$ cat src/rtl/hazard_pkg.sv
// Shared definitions for the pipeline hazard controller.
package hazard_pkg;

  localparam int unsigned REG_W = 5;

  typedef enum logic [1:0] {
    RUN         = 2'd0,
    LOAD_BUBBLE = 2'd1,
    FLUSH       = 2'd2,
    MEM_WAIT    = 2'd3
  } state_e;

endpackage

$ cat src/rtl/hazard_if.sv
// Decode/execute hazard fields in, stall/clear controls and perf counters out.
interface hazard_if #(
  parameter int unsigned REG_W = 5,
  parameter int unsigned CNT_W = 16
);

  logic [REG_W-1:0] id_rs1;
  logic [REG_W-1:0] id_rs2;
  logic             id_uses_rs1;
  logic             id_uses_rs2;
  logic [REG_W-1:0] ex_rd;
  logic             ex_is_load;
  logic             ex_branch_taken;
  logic             mem_busy;
  logic             pc_stall;
  logic             ifid_stall;
  logic             idex_stall;
  logic             ifid_clear;
  logic             idex_clear;
  logic [CNT_W-1:0] stall_count;
  logic [CNT_W-1:0] flush_count;

  // Datapath side: supplies stage fields, consumes controls.
  modport master (
    output id_rs1, id_rs2, id_uses_rs1, id_uses_rs2, ex_rd, ex_is_load,
           ex_branch_taken, mem_busy,
    input  pc_stall, ifid_stall, idex_stall, ifid_clear, idex_clear,
           stall_count, flush_count
  );

  // Hazard controller side.
  modport slave (
    input  id_rs1, id_rs2, id_uses_rs1, id_uses_rs2, ex_rd, ex_is_load,
           ex_branch_taken, mem_busy,
    output pc_stall, ifid_stall, idex_stall, ifid_clear, idex_clear,
           stall_count, flush_count
  );

endinterface

$ cat src/rtl/hazard_ctrl_sat_counter.sv
// Saturating up-counter: holds at all-ones instead of wrapping.
module sat_counter #(
  parameter int unsigned W = 16
) (
  input  logic         clk,
  input  logic         reset,
  input  logic         inc,
  output logic [W-1:0] count
);

  logic [W-1:0] count_q;
  logic [W-1:0] count_d;

  // Next count: step only while below the ceiling.
  always_comb begin
    count_d = count_q;
    if (inc && (count_q != '1)) begin
      count_d = count_q + W'(1);
    end
  end

  // Count register with synchronous clear.
  always_ff @(posedge clk) begin
    if (reset) begin
      count_q <= '0;
    end else begin
      count_q <= count_d;
    end
  end

  assign count = count_q;

endmodule

$ cat src/rtl/hazard_ctrl.sv
// Pipeline hazard controller: Mealy stalls for load-use and memory waits,
// registered single-cycle clear pulses for bubbles and branch flushes.
module hazard_ctrl
  import hazard_pkg::*;
#(
  parameter int unsigned CNT_W = 16,
  parameter int unsigned REG_W = hazard_pkg::REG_W
) (
  input  logic     clk,
  input  logic     reset,
  hazard_if.slave  hif
);

  state_e     state_q;
  state_e     state_d;
  logic       ifid_clear_q;
  logic       ifid_clear_d;
  logic       idex_clear_q;
  logic       idex_clear_d;
  logic [REG_W-1:0] rd;
  logic       hz;
  logic       flush_inc;

  assign rd = hif.ex_rd;

  // Load-use hazard; a load to x0 never stalls.
  always_comb begin
    hz = hif.ex_is_load && (rd != '0) &&
         ((hif.id_uses_rs1 && (hif.id_rs1 == rd)) ||
          (hif.id_uses_rs2 && (hif.id_rs2 == rd)));
  end

  // Next state, Mealy stalls and the clear pulses scheduled for next cycle.
  always_comb begin
    state_d        = state_q;
    hif.pc_stall   = 1'b0;
    hif.ifid_stall = 1'b0;
    hif.idex_stall = 1'b0;
    unique case (state_q)
      // Once memory is ready, MEM_WAIT resolves the current inputs exactly as RUN.
      RUN, MEM_WAIT: begin
        if (hif.mem_busy) begin
          hif.pc_stall   = 1'b1;
          hif.ifid_stall = 1'b1;
          hif.idex_stall = 1'b1;
          state_d        = MEM_WAIT;
        end else if (hif.ex_branch_taken) begin
          state_d = FLUSH;
        end else if (hz) begin
          hif.pc_stall   = 1'b1;
          hif.ifid_stall = 1'b1;
          state_d        = LOAD_BUBBLE;
        end else begin
          state_d = RUN;
        end
      end
      // EX holds a bubble or squashed op: only memory wait matters.
      LOAD_BUBBLE, FLUSH: begin
        if (hif.mem_busy) begin
          hif.pc_stall   = 1'b1;
          hif.ifid_stall = 1'b1;
          hif.idex_stall = 1'b1;
          state_d        = MEM_WAIT;
        end else begin
          state_d = RUN;
        end
      end
    endcase
    if (reset) begin
      hif.pc_stall   = 1'b0;
      hif.ifid_stall = 1'b0;
      hif.idex_stall = 1'b0;
      state_d        = RUN;
    end
    ifid_clear_d = (state_d == FLUSH);
    idex_clear_d = (state_d == FLUSH) || (state_d == LOAD_BUBBLE);
    flush_inc    = (state_d == FLUSH);
  end

  // State and clear-pulse registers.
  always_ff @(posedge clk) begin
    if (reset) begin
      state_q      <= RUN;
      ifid_clear_q <= 1'b0;
      idex_clear_q <= 1'b0;
    end else begin
      state_q      <= state_d;
      ifid_clear_q <= ifid_clear_d;
      idex_clear_q <= idex_clear_d;
    end
  end

  assign hif.ifid_clear = ifid_clear_q;
  assign hif.idex_clear = idex_clear_q;

  sat_counter #(.W(CNT_W)) u_stall_cnt (
    .clk   (clk),
    .reset (reset),
    .inc   (hif.pc_stall),
    .count (hif.stall_count)
  );

  sat_counter #(.W(CNT_W)) u_flush_cnt (
    .clk   (clk),
    .reset (reset),
    .inc   (flush_inc),
    .count (hif.flush_count)
  );

endmodule

$ cat src/flat_wrapper.sv
// flat-port wrapper written by rule: the top's interface ports become plain ports
module hazard_ctrl_flat import hazard_pkg::*;
#(
  parameter int unsigned CNT_W = 16,
  parameter int unsigned REG_W = hazard_pkg::REG_W
)
  (clk, reset, hif_id_rs1, hif_id_rs2, hif_id_uses_rs1, hif_id_uses_rs2, hif_ex_rd, hif_ex_is_load, hif_ex_branch_taken, hif_mem_busy, hif_pc_stall, hif_ifid_stall, hif_idex_stall, hif_ifid_clear, hif_idex_clear, hif_stall_count, hif_flush_count);
  hazard_if #(.REG_W(REG_W), .CNT_W(CNT_W)) hif_i ();
  input  logic clk;
  input  logic reset;
  input wire logic [$bits(hif_i.id_rs1)-1:0] hif_id_rs1;
  input wire logic [$bits(hif_i.id_rs2)-1:0] hif_id_rs2;
  input wire logic [$bits(hif_i.id_uses_rs1)-1:0] hif_id_uses_rs1;
  input wire logic [$bits(hif_i.id_uses_rs2)-1:0] hif_id_uses_rs2;
  input wire logic [$bits(hif_i.ex_rd)-1:0] hif_ex_rd;
  input wire logic [$bits(hif_i.ex_is_load)-1:0] hif_ex_is_load;
  input wire logic [$bits(hif_i.ex_branch_taken)-1:0] hif_ex_branch_taken;
  input wire logic [$bits(hif_i.mem_busy)-1:0] hif_mem_busy;
  output wire logic [$bits(hif_i.pc_stall)-1:0] hif_pc_stall;
  output wire logic [$bits(hif_i.ifid_stall)-1:0] hif_ifid_stall;
  output wire logic [$bits(hif_i.idex_stall)-1:0] hif_idex_stall;
  output wire logic [$bits(hif_i.ifid_clear)-1:0] hif_ifid_clear;
  output wire logic [$bits(hif_i.idex_clear)-1:0] hif_idex_clear;
  output wire logic [$bits(hif_i.stall_count)-1:0] hif_stall_count;
  output wire logic [$bits(hif_i.flush_count)-1:0] hif_flush_count;
  assign hif_i.id_rs1 = hif_id_rs1;
  assign hif_i.id_rs2 = hif_id_rs2;
  assign hif_i.id_uses_rs1 = hif_id_uses_rs1;
  assign hif_i.id_uses_rs2 = hif_id_uses_rs2;
  assign hif_i.ex_rd = hif_ex_rd;
  assign hif_i.ex_is_load = hif_ex_is_load;
  assign hif_i.ex_branch_taken = hif_ex_branch_taken;
  assign hif_i.mem_busy = hif_mem_busy;
  assign hif_pc_stall = hif_i.pc_stall;
  assign hif_ifid_stall = hif_i.ifid_stall;
  assign hif_idex_stall = hif_i.idex_stall;
  assign hif_ifid_clear = hif_i.ifid_clear;
  assign hif_idex_clear = hif_i.idex_clear;
  assign hif_stall_count = hif_i.stall_count;
  assign hif_flush_count = hif_i.flush_count;
  hazard_ctrl #(.CNT_W(CNT_W), .REG_W(REG_W)) u_core (.clk(clk), .reset(reset), .hif(hif_i));
endmodule
$ cat config.mk
export PLATFORM = sky130hd
export DESIGN_NAME = hazard_ctrl_flat
export DESIGN_NICKNAME = d
export VERILOG_FILES = /design/src/rtl/hazard_pkg.sv /design/src/rtl/hazard_if.sv /design/src/rtl/hazard_ctrl_sat_counter.sv /design/src/rtl/hazard_ctrl.sv /design/src/flat_wrapper.sv
export SDC_FILE = /design/constraint.sdc
export NUM_CORES = 1
export LEC_CHECK = 0
export CORE_UTILIZATION = 51
export DETAILED_ROUTE_END_ITERATION = 8
export PLACE_DENSITY = 0.92
export SKIP_LAST_GASP = 1
export SLEW_MARGIN = 20
export SYNTH_ARGS = -nofsm -noshare
export SYNTH_HDL_FRONTEND = slang
export SYNTH_HIERARCHICAL = 1
export SYNTH_SLANG_ARGS = --single-unit
$ cat constraint.sdc
create_clock -name clk -period 4.1 [get_ports clk]
set_input_delay 0.82 -clock clk [delete_from_list [all_inputs] [get_ports clk]]
set_output_delay 0.82 -clock clk [all_outputs]
set_load 0.05 [all_outputs]
==> out/qor.txt <==
outcome: finished, final reports clean
Area Overhead vs Synth: 36.5%
Crit Path Class: primary input to output port
Initial Util: 0.538
Seq/Total Area, Yosys: 0.360
PD cells: 264 nW/µm²
Antenna Cells: 0
largest net degree at the start of global routing: 27
Fmax: 295 MHz
Hold WC Path Type: flop to flop
Syn. warnings: 6
total congestion overflow: 0
detailed-route wire length per cell: 14.8 µm
unrepaired setup endpoints after global routing: false
Max Cap Violations: 0
Final Skew: 6.62 ps
Post-CTS Setup Bufs: 0
minimum clock period: 3390 ps
largest family of logic cells by synthesized area: simple AND/OR/NAND/NOR gates
Syn Nets: 259
CTS sink cnt: 36
capture point of the critical path: hif_pc_stall
cell area after synthesis: 2000 µm²
CTS tree: done
XOR/XNOR Fraction of Synth Area: 0.0657
Synth area leaders: dfxtp_1 (36%), or4_1 (5.6%), a21oi_1 (5.0%), o31ai_1 (4.5%), xor2_1 (3.9%)
CP Depth: 8
Req. time, crit path: 3280 ps
Avg Inst Size Synth: 8.54 µm²
Post-Synth Simple-Gate Area: 0.340
NumNets Final: 317
R2R depth: 8
# DRC: 0
Critical Path Source: hif_ex_rd[2]
Clock Tree Buf Depth: 2
drt pass-1 iters: 4
Slew Limit Fails: 0
CP endpoint kind: output port
period utilisation layout: 0.826
crit-path leading delay family: buffers and inverters
first-pass GRT wire length: 8020 µm
Hold-fix buffers, CTS: 0
total track usage: 0.250
post-synth top area share: 0.360
Critical Path Slowest Stage Cell: clkdlybuf4s50_1
cell taking the most area after synthesis: dfxtp_1
initial antenna violation count: 0
DRT Wirelength: 5020 µm
Via-to-Cell Ratio: 6.01
Num CTS Buffers: 5
Worst EP arrival: 2570 ps
height of the die: 64.6 µm
layout cell share with drive strength beyond 1: 0.0719
number of port buffers: 58
clock transition at the registers of the reported paths: 70 ps
clock latency on the worst-skew pair: 290 ps
startpoint types: primary input
synth unique cells: 36
Gate Count Post-Synth: 234
vias in the first global route: 1741
critical path, cell by cell: clkdlybuf4s50_1 -> xor2_1 -> nor4_1 -> and3_1 -> a31oi_1 -> o21ai_1 -> buf_4 -> buf_12
GP Congestion: 0.817
Slew @ Worst Pin: 783 ps
worst hold slack: 542 ps
die width: 64.6 µm
Setup TNS: 0 ps
# IOs: 59
Synth Area in Adders: 0.0188
CTS root buf: clkbuf_8
die area: 4180 µm²
Max IR drop VDD: 0.000207 V
HP Start: u_core/u_flush_cnt/count[0]$_SDFFE_PP0P_
Leakage: 0.914 nW
post-DP HPWL: 3600 µm
vias: 2044
core footprint: 3720 µm²
drt first-iter violations: 176
critical path fanouts, max: 9
Buf/Inv on CP: 3
# resized after CTS: 0
Crit Reg-Reg Endpoint: u_core/u_flush_cnt/count[11]$_SDFFE_PP0P_
Std-Cell Rows: 22
FF+latch count, synth: 36
final antenna-violating net count: 0
htree depth: 2
crit-path max cell delay: 490 ps
worst r2r src: u_core/state_q[0]$_SDFF_PP0_
Finish-stage setup viols: 0
Worst slew margin: 0.474
Compound-Gate Fraction of Synth Area: 0.158
FF-to-FF setup slack: 1830 ps
mux cell area share after synthesis: 0.0213
Fin. Hold Viols: 0
[worst min path at each step]
stage	to	slack, ps	depth (start not counted)
floorplan	u_core/state_q[1]$_SDFF_PP0_	590	4
global placement	u_core/u_stall_cnt/count[9]$_SDFFE_PP0P_	510	2
detailed placement	u_core/u_stall_cnt/count[15]$_SDFFE_PP0P_	520	2
CTS	u_core/u_stall_cnt/count[15]$_SDFFE_PP0P_	530	2
global route	u_core/u_flush_cnt/count[12]$_SDFFE_PP0P_	570	2
finish	u_core/u_flush_cnt/count[0]$_SDFFE_PP0P_	540	2
[where the power goes]
group / switching (mW) / internal, mW / total [mW]
logic: 0.0490 / 0.0412 / 0.0902
registers: 0.00393 / 0.355 / 0.358
clock network: 0.121 / 0.150 / 0.271
total: 0.174 / 0.545 / 0.719
[worst register-to-register path: cells and delay by family, from the launching register on]
family / cells / cell delay, ps
adder cells (fa/ha/maj): 1 / 300
flip-flops: 1 / 320
AO/OA/AOI/OAI: 2 / 270
AND/OR/NAND/NOR: 3 / 710
multiplexers: 1 / 360
XOR/XNOR: 1 / 190
[synth_stat cells, drive strengths merged]
master,number
dfxtp,36
a21oi,20
nor2,17
or4,15
nand2,14
nand3,12
o31ai,12
o21ai,10
nor3,9
xor2,9
inv,8
nand4,8
nor4,8
and4,6
or3,6
xnor2,6
buf,5
nor2b,5
clkbuf,4
and3,3
ha,3
o21a,3
mux2,2
mux2i,2
nand3b,2
nor4bb,2
o311ai,2
o41ai,2
a31oi,1
nand2b,1
o211ai,1
[metrics by stage]
stage          power, mW  instances  setup WS [ps]   util  area (µm²)
2_1_floorplan      0.411        234            543      -        2000
3_3_place_gp       0.452        333            607  0.708        2630
3_5_place_dp       0.456        333            504  0.708        2630
4_1_cts            0.722        340            715  0.734        2730
5_1_grt            0.746        340            558  0.734        2730
6_report           0.719        340            713  0.734        2730
[per-layer routing]
layer,GRT usage,up-vias,part of all wire
met4,0.111,0,0.017
li1,-,1004,-
met5,0,-,0
met3,0.0528,11,0.063
met1,0.301,959,0.43
met2,0.425,70,0.49
[cell usage in the layout (no fill, tap or decap), types with 2 or more instances in the layout]
cell	synthesis	routed
a21oi_1	20	20
and3_1	3	3
and4_1	6	6
buf_12	0	2
buf_4	1	3
clkbuf_8	0	7
clkdlybuf4s50_1	0	55
dfxtp_1	36	36
ha_1	3	3
inv_1	8	8
mux2_2	2	2
mux2i_1	2	2
nand2_1	12	12
nand2_2	2	2
nand3_1	12	12
nand3b_1	2	2
nand4_1	6	6
nand4_4	2	2
nor2_1	17	17
nor2b_1	5	5
nor3_1	9	9
nor4_1	6	6
nor4_4	2	2
nor4bb_1	2	2
o21a_1	3	3
o21ai_0	10	9
o311ai_0	2	2
o31ai_1	12	12
o41ai_1	2	2
or3_1	6	6
or4_1	15	15
xnor2_1	6	6
xor2_1	9	9
[sequential cells by signal (all words and copies together), names as in the netlist]
signal	count
u_core/hif.ifid_clear	1
u_core/hif.idex_clear	1
u_core/u_flush_cnt/count	16
u_core/state_q	2
u_core/u_stall_cnt/count	16
[kinds of logic (layout without fill, tap and decap cells)]
| family | after synthesis | after routing |
|---|---|---|
| xor gates and xnor gates | 15 | 15 |
| muxes | 4 | 4 |
| adders and majority gates | 3 | 3 |
| buffers and inverters | 17 | 75 |
| and+or+nand+nor | 108 | 108 |
| DFF | 36 | 36 |
| AOI/OAI and AO/OA | 51 | 51 |
[area by class of cell]
type	count	area (µm²)
clock buffer	7	96.3
fill	283	987
multi-input combinational	181	1210
inverter	8	30.0
timing repair buffer	60	613
tap	48	60.1
sequential	36	721
(Power assumes the default switching activity.)
